===== config.mk =====
export PLATFORM = sky130hd
export DESIGN_NAME = uart_core_param
export DESIGN_NICKNAME = d
export VERILOG_FILES = /design/src/rtl/uart_core_param.sv
export SDC_FILE = /design/constraint.sdc
export NUM_CORES = 1
export LEC_CHECK = 0
export BUFFER_PORTS_ARGS = -buffer_cell sky130_fd_sc_hd__buf_2
export CAP_MARGIN = 20
export CORE_ASPECT_RATIO = 1.75
export CORE_MARGIN = 1.5
export CORE_UTILIZATION = 45
export CTS_BUF_LIST = sky130_fd_sc_hd__clkbuf_16
export DETAILED_ROUTE_END_ITERATION = 7
export HOLD_SLACK_MARGIN = 0.05
export PLACE_DENSITY = 0.73
export SYNTH_ARGS = -nofsm -noshare
export SYNTH_HDL_FRONTEND = slang
export SYNTH_SLANG_ARGS = --single-unit

===== constraint.sdc =====
create_clock -name clk_i -period 8.4 [get_ports clk_i]
set_input_delay 0.84 -clock clk_i [delete_from_list [all_inputs] [get_ports clk_i]]
set_output_delay 0.84 -clock clk_i [all_outputs]
set_load 0.01 [all_outputs]

===== src/rtl/uart_core_param.sv =====
// rtl/uart_core_param.sv - parametrised UART core: baud generator, transmitter and receiver
//
// Purpose:
//   One-clock UART core that sits between register/bus logic and the board pins.
//   A free-running baud generator produces one oversample tick every baud_div_i+1
//   clocks. The TX side serialises start, data (LSB first), optional parity and one
//   or two stop bits, each held for OVS ticks. The RX side synchronises the pin,
//   qualifies the start bit at half a bit time, then samples mid-bit every OVS
//   ticks and reports data with parity/framing flags.
//
// Optional build macro:
//   UART_LOOPBACK_EN - adds loopback_i; when high, RX listens to the internal TX
//                      line and the tx_o pin is held at idle (1).
//
// Parameters:
//   DATA_W  data bits per frame (5..9)
//   OVS     oversample ticks per bit (power of 2, >= 4)
//   DIV_W   width of the baud divisor
//
// Ports:
//   clk_i          system clock
//   rst_ni         asynchronous active-low reset
//   baud_div_i     tick period = baud_div_i+1 clocks, sampled live
//   parity_mode_i  00 none, 01 even, 10 odd, 11 none
//   stop2_i        1 = two stop bits on TX
//   tx_valid_i     TX request
//   tx_data_i      TX payload
//   tx_ready_o     TX can accept a word this cycle
//   tx_o           serial out, idles high
//   tx_done_o      one-cycle pulse on the last stop tick
//   rx_i           serial in, asynchronous to clk_i
//   rx_en_i        receiver enable; dropping it mid-frame aborts the frame
//   loopback_i     (UART_LOOPBACK_EN only) internal TX->RX loopback
//   rx_data_o      last received word
//   rx_valid_o     one-cycle pulse when a frame completes
//   rx_perr_o      parity error of the last frame
//   rx_ferr_o      framing error of the last frame
//   rx_busy_o      receiver is inside a frame

module uart_core_param #(
  parameter int DATA_W = 8,
  parameter int OVS    = 8,
  parameter int DIV_W  = 16
) (
  input  logic              clk_i,
  input  logic              rst_ni,
  input  logic [DIV_W-1:0]  baud_div_i,
  input  logic [1:0]        parity_mode_i,
  input  logic              stop2_i,
  input  logic              tx_valid_i,
  input  logic [DATA_W-1:0] tx_data_i,
  output logic              tx_ready_o,
  output logic              tx_o,
  output logic              tx_done_o,
  input  logic              rx_i,
  input  logic              rx_en_i,
`ifdef UART_LOOPBACK_EN
  input  logic              loopback_i,
`endif
  output logic [DATA_W-1:0] rx_data_o,
  output logic              rx_valid_o,
  output logic              rx_perr_o,
  output logic              rx_ferr_o,
  output logic              rx_busy_o
);

  localparam int TCNT_W = $clog2(OVS);
  localparam int BIT_W  = $clog2(DATA_W);
  localparam logic [TCNT_W-1:0] TICK_LAST = TCNT_W'(OVS - 1);
  localparam logic [TCNT_W-1:0] TICK_HALF = TCNT_W'(OVS / 2 - 1);
  localparam logic [BIT_W-1:0]  BIT_LAST  = BIT_W'(DATA_W - 1);

  typedef enum logic [2:0] {
    TX_IDLE, TX_START, TX_DATA, TX_PARITY, TX_STOP
  } tx_state_e;

  typedef enum logic [2:0] {
    RX_IDLE, RX_START, RX_DATA, RX_PARITY, RX_STOP
  } rx_state_e;

  function automatic logic parity_on(input logic [1:0] mode);
    return (mode == 2'b01) || (mode == 2'b10);
  endfunction

  // ---------------------------------------------------------------------------
  // Baud generator: ">=" keeps the counter moving when baud_div_i is lowered
  // below the current count.
  // ---------------------------------------------------------------------------
  logic [DIV_W-1:0] baud_cnt_q, baud_cnt_d;
  logic             tick;

  assign tick       = (baud_cnt_q >= baud_div_i);
  assign baud_cnt_d = tick ? '0 : baud_cnt_q + DIV_W'(1);

  // ---------------------------------------------------------------------------
  // Transmitter
  // ---------------------------------------------------------------------------
  tx_state_e          tx_state_q, tx_state_d;
  logic               tx_wait_q, tx_wait_d;     // accepted, waiting for tick alignment
  logic [TCNT_W-1:0]  tx_tcnt_q, tx_tcnt_d;
  logic [BIT_W-1:0]   tx_bit_q, tx_bit_d;
  logic               tx_stop_q, tx_stop_d;     // second stop bit in progress
  logic [DATA_W-1:0]  tx_shift_q, tx_shift_d;
  logic               tx_par_q, tx_par_d;
  logic               tx_paren_q, tx_paren_d;
  logic               tx_stop2_q, tx_stop2_d;
  logic               tx_line_q, tx_line_d;
  logic               tx_done, tx_ready;

  always_comb begin
    tx_state_d = tx_state_q;
    tx_wait_d  = tx_wait_q;
    tx_tcnt_d  = tx_tcnt_q;
    tx_bit_d   = tx_bit_q;
    tx_stop_d  = tx_stop_q;
    tx_shift_d = tx_shift_q;
    tx_par_d   = tx_par_q;
    tx_paren_d = tx_paren_q;
    tx_stop2_d = tx_stop2_q;
    tx_line_d  = tx_line_q;
    tx_done    = 1'b0;
    tx_ready   = 1'b0;

    if ((tx_state_q != TX_IDLE) && tick) begin
      if (tx_wait_q) begin
        // First tick after accept: the start bit begins here.
        tx_wait_d = 1'b0;
        tx_line_d = 1'b0;
      end else if (tx_tcnt_q != TICK_LAST) begin
        tx_tcnt_d = tx_tcnt_q + TCNT_W'(1);
      end else begin
        tx_tcnt_d = '0;
        case (tx_state_q)
          TX_START: begin
            tx_state_d = TX_DATA;
            tx_bit_d   = '0;
            tx_line_d  = tx_shift_q[0];
            tx_shift_d = tx_shift_q >> 1;
          end
          TX_DATA: begin
            if (tx_bit_q == BIT_LAST) begin
              if (tx_paren_q) begin
                tx_state_d = TX_PARITY;
                tx_line_d  = tx_par_q;
              end else begin
                tx_state_d = TX_STOP;
                tx_stop_d  = 1'b0;
                tx_line_d  = 1'b1;
              end
            end else begin
              tx_bit_d   = tx_bit_q + BIT_W'(1);
              tx_line_d  = tx_shift_q[0];
              tx_shift_d = tx_shift_q >> 1;
            end
          end
          TX_PARITY: begin
            tx_state_d = TX_STOP;
            tx_stop_d  = 1'b0;
            tx_line_d  = 1'b1;
          end
          TX_STOP: begin
            if (tx_stop2_q && !tx_stop_q) begin
              tx_stop_d = 1'b1;
            end else begin
              tx_state_d = TX_IDLE;
              tx_done    = 1'b1;
            end
          end
          default: tx_state_d = TX_IDLE;
        endcase
      end
    end

    // Ready in the done cycle lets a held tx_valid_i chain frames with no gap.
    tx_ready = (tx_state_q == TX_IDLE) || tx_done;

    if (tx_valid_i && tx_ready) begin
      tx_state_d = TX_START;
      tx_tcnt_d  = '0;
      tx_bit_d   = '0;
      tx_stop_d  = 1'b0;
      tx_shift_d = tx_data_i;
      tx_par_d   = (^tx_data_i) ^ (parity_mode_i == 2'b10);
      tx_paren_d = parity_on(parity_mode_i);
      tx_stop2_d = stop2_i;
      // Accepting on a tick edge starts the start bit immediately.
      tx_wait_d  = ~tick;
      tx_line_d  = ~tick;
    end
  end

  assign tx_ready_o = tx_ready;
  assign tx_done_o  = tx_done;

  // ---------------------------------------------------------------------------
  // Receiver
  // ---------------------------------------------------------------------------
  logic               rx_src;
  logic               rx_meta_q, rx_sync_q;
  rx_state_e          rx_state_q, rx_state_d;
  logic [TCNT_W-1:0]  rx_tcnt_q, rx_tcnt_d;
  logic [BIT_W-1:0]   rx_bit_q, rx_bit_d;
  logic [DATA_W-1:0]  rx_shift_q, rx_shift_d;
  logic               rx_parbit_q, rx_parbit_d;
  logic               rx_paren_q, rx_paren_d;
  logic               rx_odd_q, rx_odd_d;
  logic               rx_rearm_q, rx_rearm_d;   // after a framing error, wait for line high
  logic [DATA_W-1:0]  rx_data_q, rx_data_d;
  logic               rx_perr_q, rx_perr_d;
  logic               rx_ferr_q, rx_ferr_d;
  logic               rx_valid_q, rx_valid_d;

`ifdef UART_LOOPBACK_EN
  assign rx_src = loopback_i ? tx_line_q : rx_i;
  assign tx_o   = loopback_i ? 1'b1 : tx_line_q;
`else
  assign rx_src = rx_i;
  assign tx_o   = tx_line_q;
`endif

  always_comb begin
    rx_state_d  = rx_state_q;
    rx_tcnt_d   = rx_tcnt_q;
    rx_bit_d    = rx_bit_q;
    rx_shift_d  = rx_shift_q;
    rx_parbit_d = rx_parbit_q;
    rx_paren_d  = rx_paren_q;
    rx_odd_d    = rx_odd_q;
    rx_rearm_d  = rx_rearm_q;
    rx_data_d   = rx_data_q;
    rx_perr_d   = rx_perr_q;
    rx_ferr_d   = rx_ferr_q;
    rx_valid_d  = 1'b0;

    if ((rx_state_q != RX_IDLE) && !rx_en_i) begin
      rx_state_d = RX_IDLE;
    end else begin
      case (rx_state_q)
        RX_IDLE: begin
          if (rx_rearm_q) begin
            if (rx_sync_q) rx_rearm_d = 1'b0;
          end else if (rx_en_i && !rx_sync_q) begin
            rx_state_d = RX_START;
            rx_tcnt_d  = '0;
            rx_paren_d = parity_on(parity_mode_i);
            rx_odd_d   = (parity_mode_i == 2'b10);
          end
        end
        RX_START: begin
          if (tick) begin
            if (rx_tcnt_q == TICK_HALF) begin
              rx_tcnt_d = '0;
              if (rx_sync_q) begin
                rx_state_d = RX_IDLE;   // false start
              end else begin
                rx_state_d = RX_DATA;
                rx_bit_d   = '0;
              end
            end else begin
              rx_tcnt_d = rx_tcnt_q + TCNT_W'(1);
            end
          end
        end
        default: begin
          if (tick) begin
            if (rx_tcnt_q != TICK_LAST) begin
              rx_tcnt_d = rx_tcnt_q + TCNT_W'(1);
            end else begin
              rx_tcnt_d = '0;
              case (rx_state_q)
                RX_DATA: begin
                  rx_shift_d = {rx_sync_q, rx_shift_q[DATA_W-1:1]};
                  if (rx_bit_q == BIT_LAST) begin
                    rx_state_d = rx_paren_q ? RX_PARITY : RX_STOP;
                  end else begin
                    rx_bit_d = rx_bit_q + BIT_W'(1);
                  end
                end
                RX_PARITY: begin
                  rx_parbit_d = rx_sync_q;
                  rx_state_d  = RX_STOP;
                end
                default: begin
                  rx_data_d  = rx_shift_q;
                  rx_perr_d  = rx_paren_q && (rx_parbit_q != ((^rx_shift_q) ^ rx_odd_q));
                  rx_ferr_d  = ~rx_sync_q;
                  rx_rearm_d = ~rx_sync_q;
                  rx_valid_d = 1'b1;
                  rx_state_d = RX_IDLE;
                end
              endcase
            end
          end
        end
      endcase
    end
  end

  assign rx_data_o  = rx_data_q;
  assign rx_valid_o = rx_valid_q;
  assign rx_perr_o  = rx_perr_q;
  assign rx_ferr_o  = rx_ferr_q;
  assign rx_busy_o  = (rx_state_q != RX_IDLE);

  // ---------------------------------------------------------------------------
  // State registers
  // ---------------------------------------------------------------------------
  always_ff @(posedge clk_i or negedge rst_ni) begin
    if (!rst_ni) begin
      baud_cnt_q <= '0;
      tx_state_q <= TX_IDLE;
      tx_wait_q  <= 1'b0;
      tx_tcnt_q  <= '0;
      tx_bit_q   <= '0;
      tx_stop_q  <= 1'b0;
      tx_shift_q <= '0;
      tx_par_q   <= 1'b0;
      tx_paren_q <= 1'b0;
      tx_stop2_q <= 1'b0;
      tx_line_q  <= 1'b1;
    end else begin
      baud_cnt_q <= baud_cnt_d;
      tx_state_q <= tx_state_d;
      tx_wait_q  <= tx_wait_d;
      tx_tcnt_q  <= tx_tcnt_d;
      tx_bit_q   <= tx_bit_d;
      tx_stop_q  <= tx_stop_d;
      tx_shift_q <= tx_shift_d;
      tx_par_q   <= tx_par_d;
      tx_paren_q <= tx_paren_d;
      tx_stop2_q <= tx_stop2_d;
      tx_line_q  <= tx_line_d;
    end
  end

  always_ff @(posedge clk_i or negedge rst_ni) begin
    if (!rst_ni) begin
      rx_meta_q   <= 1'b1;
      rx_sync_q   <= 1'b1;
      rx_state_q  <= RX_IDLE;
      rx_tcnt_q   <= '0;
      rx_bit_q    <= '0;
      rx_shift_q  <= '0;
      rx_parbit_q <= 1'b0;
      rx_paren_q  <= 1'b0;
      rx_odd_q    <= 1'b0;
      rx_rearm_q  <= 1'b0;
      rx_data_q   <= '0;
      rx_perr_q   <= 1'b0;
      rx_ferr_q   <= 1'b0;
      rx_valid_q  <= 1'b0;
    end else begin
      rx_meta_q   <= rx_src;
      rx_sync_q   <= rx_meta_q;
      rx_state_q  <= rx_state_d;
      rx_tcnt_q   <= rx_tcnt_d;
      rx_bit_q    <= rx_bit_d;
      rx_shift_q  <= rx_shift_d;
      rx_parbit_q <= rx_parbit_d;
      rx_paren_q  <= rx_paren_d;
      rx_odd_q    <= rx_odd_d;
      rx_rearm_q  <= rx_rearm_d;
      rx_data_q   <= rx_data_d;
      rx_perr_q   <= rx_perr_d;
      rx_ferr_q   <= rx_ferr_d;
      rx_valid_q  <= rx_valid_d;
    end
  end

endmodule


==> flow_summary.rst, run 1 <==
.. list-table::
   :header-rows: 1

   * - Metric
     - Value
   * - Setup TNS Final
     - 0 ns
   * - Number of unique standard cell types used by synthesis
     - 56
   * - CTS sink cnt
     - 73
   * - Weighted congestion reported at the end of routability-driven placement
     - 0.932
   * - Sequential-to-total area share from yosys stat
     - 43.6%
   * - Die Y-Extent
     - 131 um
   * - Wire length of the first global-routing pass
     - 14,600 um
   * - Depth of the worst register-to-register path
     - 8
   * - Final hold violations
     - 0
   * - Footprint of the multi-input gates
     - 2200 um^2
   * - GR met3 Demand/Resource
     - 4.31%
   * - Peak supply drop
     - 0.000135 V
   * - Worst relative slew slack
     - 36.8%
   * - Sequential fraction of design power
     - 43.0%
   * - Data arrival time of the critical path
     - 3.24 ns
   * - Period utilisation layout
     - 48.6%
   * - FF/Latch Area
     - 1830 um^2
   * - CTS buffer count
     - 9
   * - Port Buffer Count
     - 46
   * - Total number of vias
     - 3,207
   * - Number of setup violations in the final report
     - 0
   * - Worst-case hold slack
     - 0.354 ns
   * - CTS tree
     - built
   * - Layout cells sized above 1
     - 22.2%
   * - CTS clk-pin slew, worst paths
     - 0.06 ns
   * - Total core area
     - 9040 um^2
   * - Total detailed-routing wirelength
     - 8690 um
   * - Floorplan row count
     - 46
   * - Synthesized netlist net count
     - 467
   * - Area of the mapped netlist
     - 4200 um^2
   * - Main area contributors after synthesis
     - sky130_fd_sc_hd__dfrtp_1, sky130_fd_sc_hd__ha_1, sky130_fd_sc_hd__mux2_2, sky130_fd_sc_hd__xnor2_1, sky130_fd_sc_hd__nor2_1
   * - Area share of the largest cell type after synthesis
     - 41.7%
   * - Clock latency on the worst-skew pair
     - 0.34 ns
   * - Number of cells after detailed placement
     - 564
   * - Antenna Nets Post-Route
     - 0
   * - Power Dens Cells
     - 222 nW/um^2
   * - Max-slew violation count
     - 0
   * - Internal reg-to-reg setup slack
     - 4.97 ns
   * - Clk root buf
     - sky130_fd_sc_hd__clkbuf_16
   * - Initial antenna violation count
     - 0
   * - Most common flop cell mapped by yosys
     - sky130_fd_sc_hd__dfrtp_1
   * - Cell accounting for the most synthesized area
     - sky130_fd_sc_hd__dfrtp_1
   * - Post-Synthesis Mean Instance Area
     - 10.3 um^2
   * - Tightest Hold Check Type
     - register to register
   * - # Max-Cap Violations
     - 0
   * - Post-detailed-route DRC marker count
     - 0
   * - Routed len/inst
     - 15.0 um
   * - Critical path class
     - input port to output pin
   * - Most used standard cells in the synthesized netlist
     - sky130_fd_sc_hd__dfrtp_1, sky130_fd_sc_hd__nor2_1, sky130_fd_sc_hd__mux2_2, sky130_fd_sc_hd__inv_1, sky130_fd_sc_hd__ha_1
   * - Hold path depth
     - 0
   * - Number of diodes added for antenna fixing
     - 0
   * - Floorplan die area
     - 9940 um^2
   * - Cell leakage power
     - 0.00229 uW
   * - Crit path time final
     - 4.08 ns
   * - Combinational share of power
     - 22.2%
   * - Post-DP HPWL
     - 6410 um
   * - Number of gates resized after CTS
     - 0
   * - Worst-Margin Slew
     - 0.946 ns
   * - Total of warnings raised by yosys
     - 0
   * - Overflow left after global routing
     - 0
   * - Maximum buffer depth of the clock tree
     - 2
   * - Worst clock skew on the final layout
     - 0.00986 ns
   * - Net total in the final layout
     - 515
   * - # fillers
     - 819
   * - Initial core utilization
     - 46.5%
   * - Critical Path End Type
     - output pin
   * - Fmax achieved
     - 245 MHz
   * - Largest net degree at the start of global routing
     - 74
   * - Synthesized netlist cell count
     - 407
   * - Number of synthesized flops with an enable pin
     - 0
   * - Fraction of power spent switching nets
     - 31.6%
   * - Placed Instance Area
     - 4540 um^2
   * - Most numerous cell in the Yosys netlist
     - sky130_fd_sc_hd__dfrtp_1
   * - Part of the power in the clock network
     - 34.9%
   * - # hold bufs at CTS
     - 0
   * - Worst Setup Start Kind
     - input port
   * - Result of the run
     - complete, no violations
   * - Setup repair after global routing missed its margin
     - no
   * - Count of state elements after synthesis
     - 73
   * - Detailed router's first-iteration violation count
     - 173
   * - Worst r2r src
     - baud_cnt_q[0]
   * - Post-route design area
     - 4830 um^2
   * - Via density per instance
     - 5.53
   * - Critical Path RT
     - 7.56 ns
   * - Count of placed standard cells in the final layout, fillers left out
     - 580
   * - Share of async-settable or async-resettable flops after synthesis
     - 100%
   * - Endpoint of the worst-slack reg-to-reg timing path
     - rx_tcnt_q[2]
   * - Detailed Routing Iterations Pass 1
     - 4
   * - Setup bufs post-CTS
     - 0
   * - Overall power consumption
     - 1070 uW
   * - Most utilized layer in the global route result
     - met2
   * - Boundary pin count
     - 47
   * - Die width
     - 76.0 um
   * - Vias in the first global route
     - 3,246
   * - Hold Path Sink
     - rx_sync_q
   * - Hold Path Origin
     - rx_meta_q
   * - M1 GR Usage
     - 19.5%
   * - Biggest fanout along the worst timing path
     - 29
   * - Area added between synthesis and finish
     - 15.1%
   * - Met2 Usage GRT
     - 35.5%
   * - Switch Pwr
     - 339 uW
   * - Global router's overall resource usage
     - 18.7%
   * - Number of levels the H-tree was split into
     - 3
   * - Internal power
     - 733 uW
worst max-delay path, cell delays in order:
cell and delay [ns]:
sky130_fd_sc_hd__buf_2 0.10, sky130_fd_sc_hd__ha_1 0.27, sky130_fd_sc_hd__nand2b_1 0.14, sky130_fd_sc_hd__a2111oi_0 0.77, sky130_fd_sc_hd__or4_4 0.28, sky130_fd_sc_hd__and3_4 0.40, sky130_fd_sc_hd__o21ai_0 0.14, sky130_fd_sc_hd__and2_1 0.16
sky130_fd_sc_hd__buf_2 0.13
metal layers:
layer	vias to the layer above	share of wire (%)
li1	1561	-
met1	1565	39
met2	68	54
met3	13	4.1
met4	0	2.2
met5	-	0
final cells by class:
class | instances | share of cell area [%]
tap | 120 | 3.11
clock inverter | 7 | 1.37
multi-input combinational | 293 | 45.5
clock buffer | 9 | 4.66
timing repair buffer | 49 | 5.23
sequential | 73 | 37.9
inverter | 29 | 2.25
metrics by stage:
| stage | utilization, % | setup WS, ns |
|---|---|---|
| after floorplan | - | 4.37 |
| after global placement | 50.2 | 4.46 |
| after detailed placement | 50.2 | 4.35 |
| after CTS | 53.5 | 4.33 |
| after global routing | 53.5 | 4.23 |
| final | 53.5 | 4.32 |
power groups by stage:
stage / clock [uW] / sequential [uW] / combinational [uW]
after floorplan: 0 / 444 / 189
after global placement: 0 / 464 / 227
after detailed placement: 0 / 466 / 238
after CTS: 380 / 460 / 241
after global routing: 395 / 469 / 273
final: 374 / 461 / 238
layout by cell type (no fill, tap or decap), types with 3 or more instances in the layout:
cell	instances
sky130_fd_sc_hd__a21oi_1	13
sky130_fd_sc_hd__nor3_1	4
sky130_fd_sc_hd__nand4_1	8
sky130_fd_sc_hd__buf_2	46
sky130_fd_sc_hd__a21o_1	3
sky130_fd_sc_hd__ha_1	28
sky130_fd_sc_hd__xor2_1	11
sky130_fd_sc_hd__and3_1	7
sky130_fd_sc_hd__nand2b_1	3
sky130_fd_sc_hd__a31oi_1	4
sky130_fd_sc_hd__nand2_1	27
sky130_fd_sc_hd__a221o_1	7
sky130_fd_sc_hd__nor2b_1	4
sky130_fd_sc_hd__o211ai_1	3
sky130_fd_sc_hd__nor3b_1	3
sky130_fd_sc_hd__o31ai_1	4
sky130_fd_sc_hd__a22o_1	8
sky130_fd_sc_hd__o21ai_0	10
sky130_fd_sc_hd__xnor2_1	20
sky130_fd_sc_hd__dfrtp_1	70
sky130_fd_sc_hd__nand3_1	15
sky130_fd_sc_hd__mux2i_1	6
sky130_fd_sc_hd__inv_1	31
sky130_fd_sc_hd__mux2_2	30
sky130_fd_sc_hd__and2_1	3
sky130_fd_sc_hd__dfstp_2	3
sky130_fd_sc_hd__or3_1	3
sky130_fd_sc_hd__buf_4	3
sky130_fd_sc_hd__clkbuf_16	9
sky130_fd_sc_hd__nor2_1	36
cells by family after synthesis:
family | share of synthesized area (%)
AND/OR/NAND/NOR | 15.2
AO/OA/AOI/OAI | 12.9
flip-flops | 43.6
buffers and inverters | 4.05
multiplexers | 9.48
XOR/XNOR | 6.47
adder cells (fa/ha/maj) | 8.35
how the worst max path moves through the flow:
stage | startpoint | to
finish | baud_div_i[0] | tx_ready_o
floorplan | baud_div_i[13] | tx_done_o
global route | baud_div_i[0] | tx_ready_o
detailed placement | baud_div_i[0] | tx_ready_o
global placement | baud_div_i[0] | tx_ready_o
CTS | baud_div_i[0] | tx_ready_o
state kept, by name (all words and copies together), names as in the netlist, 3 cells and up:
register and flops:
tx_state_q 3, tx_tcnt_q 3, rx_state_q 3, rx_bit_q 3, rx_shift_q 8, tx_bit_q 3
baud_cnt_q 16, tx_shift_q 8, rx_tcnt_q 3, rx_data_o 8
Note: power is estimated with default switching activity, not from simulation.
==> inputs of run 2 (changes only) <==
Settings changed: ABC_AREA set to 1.
Clock period 8.4 ns to 3.98 ns, I/O delays scaled along.
==> run 2 against run 1 <==
Effect of this change: sequential power increased by 130%; power rose to 2.6 times the previous value; flip-flop and latch count is the same; critical path type is now register to output pin; largest power group unchanged; highest routed layer unchanged.
==> flow_summary.rst, run 2 <==
.. list-table::
   :header-rows: 1

   * - Metric
     - Value
   * - Initial core utilization
     - 46.8% (+0.32 points)
   * - Number of gates resized after CTS
     - 0 (unchanged)
   * - Clock latency on the worst-skew pair
     - 0.33 ns (about the same)
   * - Antenna Nets Post-Route
     - 0 (unchanged)
   * - Detailed router's first-iteration violation count
     - 148 (-14%)
   * - Overall power consumption
     - 2790 uW (+160%)
   * - Wire length of the first global-routing pass
     - 14,400 um (-1.4%)
   * - Xor and xnor area share after synthesis
     - 4.09% (-2.4 points)
   * - Combinational share of power
     - 35.5% (+13 points)
   * - Number of synthesized flops with an enable pin
     - 0 (unchanged)
   * - Weighted congestion reported at the end of routability-driven placement
     - 0.847 (-9.1%)
   * - Post-detailed-route DRC marker count
     - 0 (unchanged)
   * - Worst clock skew on the final layout
     - 0.00680 ns (-0.00306 ns)
   * - Area added between synthesis and finish
     - 14.8%
   * - Internal reg-to-reg setup slack
     - 1.46 ns (-3.51 ns)
   * - Critical Path End Type
     - output pin
   * - Floorplan row count
     - 46 (unchanged)
   * - Peak supply drop
     - 0.000352 V (+160%)
   * - Synthesized netlist cell count
     - 522 (+28%)
   * - Main area contributors after synthesis
     - sky130_fd_sc_hd__dfrtp_1, sky130_fd_sc_hd__nand2_1, sky130_fd_sc_hd__ha_1, sky130_fd_sc_hd__inv_1, sky130_fd_sc_hd__nand3_1
   * - Overflow left after global routing
     - 0 (unchanged)
   * - Largest net degree at the start of global routing
     - 51 (-31%)
   * - Worst relative slew slack
     - 58.8% (+22 points)
   * - Number of cells after detailed placement
     - 680 (+21%)
   * - Worst Setup Start Kind
     - register
   * - Count of placed standard cells in the final layout, fillers left out
     - 698 (+20%)
   * - Area of the mapped netlist
     - 4280 um^2 (+2.0%)
   * - Part of the power in the clock network
     - 27.1% (-7.8 points)
   * - Via density per instance
     - 5.00 (-9.6%)
   * - Port Buffer Count
     - 46 (unchanged)
   * - Hold Path Origin
     - rx_i
   * - Sequential fraction of design power
     - 37.5% (-5.5 points)
   * - Depth of the worst register-to-register path
     - 12 (+4)
   * - Total number of vias
     - 3,488 (+8.8%)
   * - Number of unique standard cell types used by synthesis
     - 43 (-23%)
   * - Floorplan die area
     - 10,100 um^2 (+1.9%)
   * - Clk root buf
     - sky130_fd_sc_hd__clkbuf_16
   * - Internal power
     - 1730 uW (+140%)
   * - Post-Synthesis Mean Instance Area
     - 8.20 um^2 (-20%)
   * - Number of levels the H-tree was split into
     - 3 (unchanged)
   * - Biggest fanout along the worst timing path
     - 19 (-34%)
   * - Die Y-Extent
     - 132 um (+0.95%)
   * - Vias in the first global route
     - 3,428 (+5.6%)
   * - CTS sink cnt
     - 73 (unchanged)
   * - Cell leakage power
     - 0.00261 uW (+14%)
   * - Worst r2r src
     - baud_cnt_q[11]
   * - Share of synthesized area spent on multiplexers
     - 0.263% (-9.2 points)
   * - Global router's overall resource usage
     - 17.5% (-1.3 points)
   * - Pre-CTS WS
     - 1.33 ns (-3.02 ns)
   * - Final hold violations
     - 0 (unchanged)
   * - # Max-Cap Violations
     - 0 (unchanged)
   * - Count of state elements after synthesis
     - 73 (unchanged)
   * - Number of diodes added for antenna fixing
     - 0 (unchanged)
   * - Hold Path Sink
     - rx_meta_q
   * - Total of warnings raised by yosys
     - 0 (unchanged)
   * - Net total in the final layout
     - 633 (+23%)
   * - Setup repair after global routing missed its margin
     - no
   * - Power Dens Cells
     - 567 nW/um^2 (+160%)
   * - Worst-Margin Slew
     - 0.616 ns (-0.330 ns)
   * - CTS buffer count
     - 9 (unchanged)
   * - Synthesized-area fraction occupied by adder cells
     - 8.18% (-0.16 points)
   * - Fmax achieved
     - 394 MHz
   * - Maximum buffer depth of the clock tree
     - 2 (unchanged)
   * - Critical Path RT
     - 3.58 ns (-3.98 ns)
   * - Cell accounting for the most synthesized area
     - sky130_fd_sc_hd__dfrtp_1
   * - Worst setup margin
     - 1.44 ns (-2.87 ns)
   * - Switch Pwr
     - 1060 uW (+210%)
   * - Most common flop cell mapped by yosys
     - sky130_fd_sc_hd__dfrtp_1
   * - Layout cells sized above 1
     - 17.5% (-4.7 points)
   * - Most numerous cell in the Yosys netlist
     - sky130_fd_sc_hd__nand2_1
   * - CTS tree
     - built
   * - Total detailed-routing wirelength
     - 8280 um (-4.7%)
   * - Most common cell after layout, fill and taps aside
     - sky130_fd_sc_hd__nand2_1
   * - Setup TNS Final
     - 0 ns (unchanged)
   * - Post-DP HPWL
     - 6280 um (-2.0%)
   * - Result of the run
     - complete, no violations
   * - Endpoint of the worst-slack reg-to-reg timing path
     - tx_shift_q[0]
   * - Number of setup violations in the final report
     - 0 (unchanged)
   * - Die width
     - 76.7 um (+0.94%)
   * - Max-slew violation count
     - 0 (unchanged)
   * - Fraction of power spent switching nets
     - 38.0% (+6.3 points)
   * - Total core area
     - 9150 um^2 (+1.3%)
   * - Final Core Density
     - 53.7% (+0.26 points)
   * - Reg with most FFs
     - baud_cnt_q
   * - Hold path depth
     - 1 (+1)
   * - Most frequent cells in the layout
     - sky130_fd_sc_hd__nand2_1, sky130_fd_sc_hd__inv_1, sky130_fd_sc_hd__dfrtp_1
   * - Sequential-to-total area share from yosys stat
     - 42.8% (-0.84 points)
   * - CTS clk-pin slew, worst paths
     - 0.05 ns (about the same)
   * - Share of async-settable or async-resettable flops after synthesis
     - 100% (unchanged)
   * - Most used standard cells in the synthesized netlist
     - sky130_fd_sc_hd__nand2_1, sky130_fd_sc_hd__inv_1, sky130_fd_sc_hd__dfrtp_1, sky130_fd_sc_hd__nand3_1, sky130_fd_sc_hd__ha_1
   * - Detailed Routing Iterations Pass 1
     - 4 (unchanged)
   * - Initial antenna violation count
     - 0 (unchanged)
   * - # fillers
     - 867 (+5.9%)
   * - Simple-gate portion of the synthesized area
     - 26.3% (+11 points)
   * - Period utilisation layout
     - 63.7%
   * - Crit path time final
     - 2.54 ns
   * - Area share of the largest cell type after synthesis
     - 40.9% (-0.81 points)
   * - Flip-flop count of the largest register, all copies and words added
     - 16 (unchanged)
   * - Routed len/inst
     - 11.9 um (-21%)
   * - Main combinational cell family by area after synthesis
     - simple AND/OR/NAND/NOR gates
   * - Synthesized netlist net count
     - 582 (+25%)
   * - # hold bufs at CTS
     - 0 (unchanged)
   * - Setup bufs post-CTS
     - 0 (unchanged)
   * - Critical path class
     - register to output pin
   * - Tightest Hold Check Type
     - input port to register
   * - Data arrival time of the critical path
     - 2.14 ns (-1.10 ns)
   * - Fraction of the mapped netlist area in compound gates
     - 10.0% (-2.8 points)
   * - Boundary pin count
     - 47 (unchanged)
==> run 2: changes by cell type after synthesis, moves of 7 or more <==
cell and change:
sky130_fd_sc_hd__inv_1 +42, sky130_fd_sc_hd__o21ai_1 +8, sky130_fd_sc_hd__and3_1 -7, sky130_fd_sc_hd__nor2_1 -9
sky130_fd_sc_hd__a22o_1 -8, sky130_fd_sc_hd__a21oi_1 +8, sky130_fd_sc_hd__nand3_1 +27, sky130_fd_sc_hd__o21ai_0 +17
sky130_fd_sc_hd__nand2_1 +104, sky130_fd_sc_hd__mux2_2 -29, sky130_fd_sc_hd__a221o_1 -7, sky130_fd_sc_hd__clkbuf_1 -9
sky130_fd_sc_hd__xnor2_1 -10
==> run 2: power by group through the flow <==
| stage | Combinational, uW | Sequential [uW] | Clock (uW) |
|---|---|---|---|
| 4_1_cts | 991 | 1040 | 773 |
| 3_3_place_gp | 949 | 1040 | 0 |
| 5_1_grt | 1150 | 1070 | 800 |
| 3_5_place_dp | 987 | 1050 | 0 |
| 6_report | 988 | 1040 | 754 |
| 2_1_floorplan | 786 | 1020 | 0 |
==> run 2: cell families after synthesis <==
family,Yosys count
buffers and inverters,87
AO/OA/AOI/OAI,75
AND/OR/NAND/NOR,238
XOR/XNOR,20
adder cells (fa/ha/maj),28
multiplexers,1
flip-flops,73
==> run 2: how the worst max path moves through the flow <==
stage	to	slack, ns	start	cells past startpoint
floorplan	tx_shift_q[0]	2.07	baud_div_i[3]	18
global route	tx_wait_q	1.21	baud_cnt_q[11]	11
global placement	tx_shift_q[0]	1.37	baud_div_i[15]	14
CTS	tx_ready_o	1.41	baud_cnt_q[13]	8
detailed placement	tx_shift_q[5]	1.33	baud_div_i[15]	14
finish	tx_ready_o	1.44	baud_cnt_q[11]	8
==> run 2: per-layer routing <==
layer  GRT usage, %  vias to the layer above  wire length [um]
li1               -                     1786                 -
met1           19.6                     1624              3480
met2           31.9                       68              4430
met3           2.63                       10               247
met4           8.02                        0               125
met5              0                        -                 0
==> run 2: through the flow <==
| step | cell area, um^2 | hold WS [ns] |
|---|---|---|
| 5_1_grt | 4920 | 0.164 |
| 4_1_cts | 4890 | 0.158 |
| 6_report | 4920 | 0.169 |
| 3_3_place_gp | 4610 | 0.347 |
| 2_1_floorplan | 4280 | 0.102 |
| 3_5_place_dp | 4610 | 0.347 |
==> run 2: critical path, stage by stage, from the launching register on <==
cell	delay [ns]
sky130_fd_sc_hd__dfrtp_1	0.41
sky130_fd_sc_hd__ha_1	0.33
sky130_fd_sc_hd__nand2_1	0.06
sky130_fd_sc_hd__o21ai_0	0.24
sky130_fd_sc_hd__a21oi_2	0.13
sky130_fd_sc_hd__nand2_4	0.26
sky130_fd_sc_hd__nand3_4	0.12
sky130_fd_sc_hd__nand2_4	0.12
sky130_fd_sc_hd__buf_2	0.14
==> run 2: layout make-up <==
type / instances / area, um^2 / share of cell area, %
well taps: 120 / 150 / 3.05
multi-input cells: 362 / 2090 / 42.6
clock buffers: 9 / 225 / 4.58
flip-flops and latches: 73 / 1830 / 37.2
clock inverters: 7 / 55.1 / 1.12
repair buffers: 49 / 268 / 5.45
inverters: 78 / 295 / 6.01
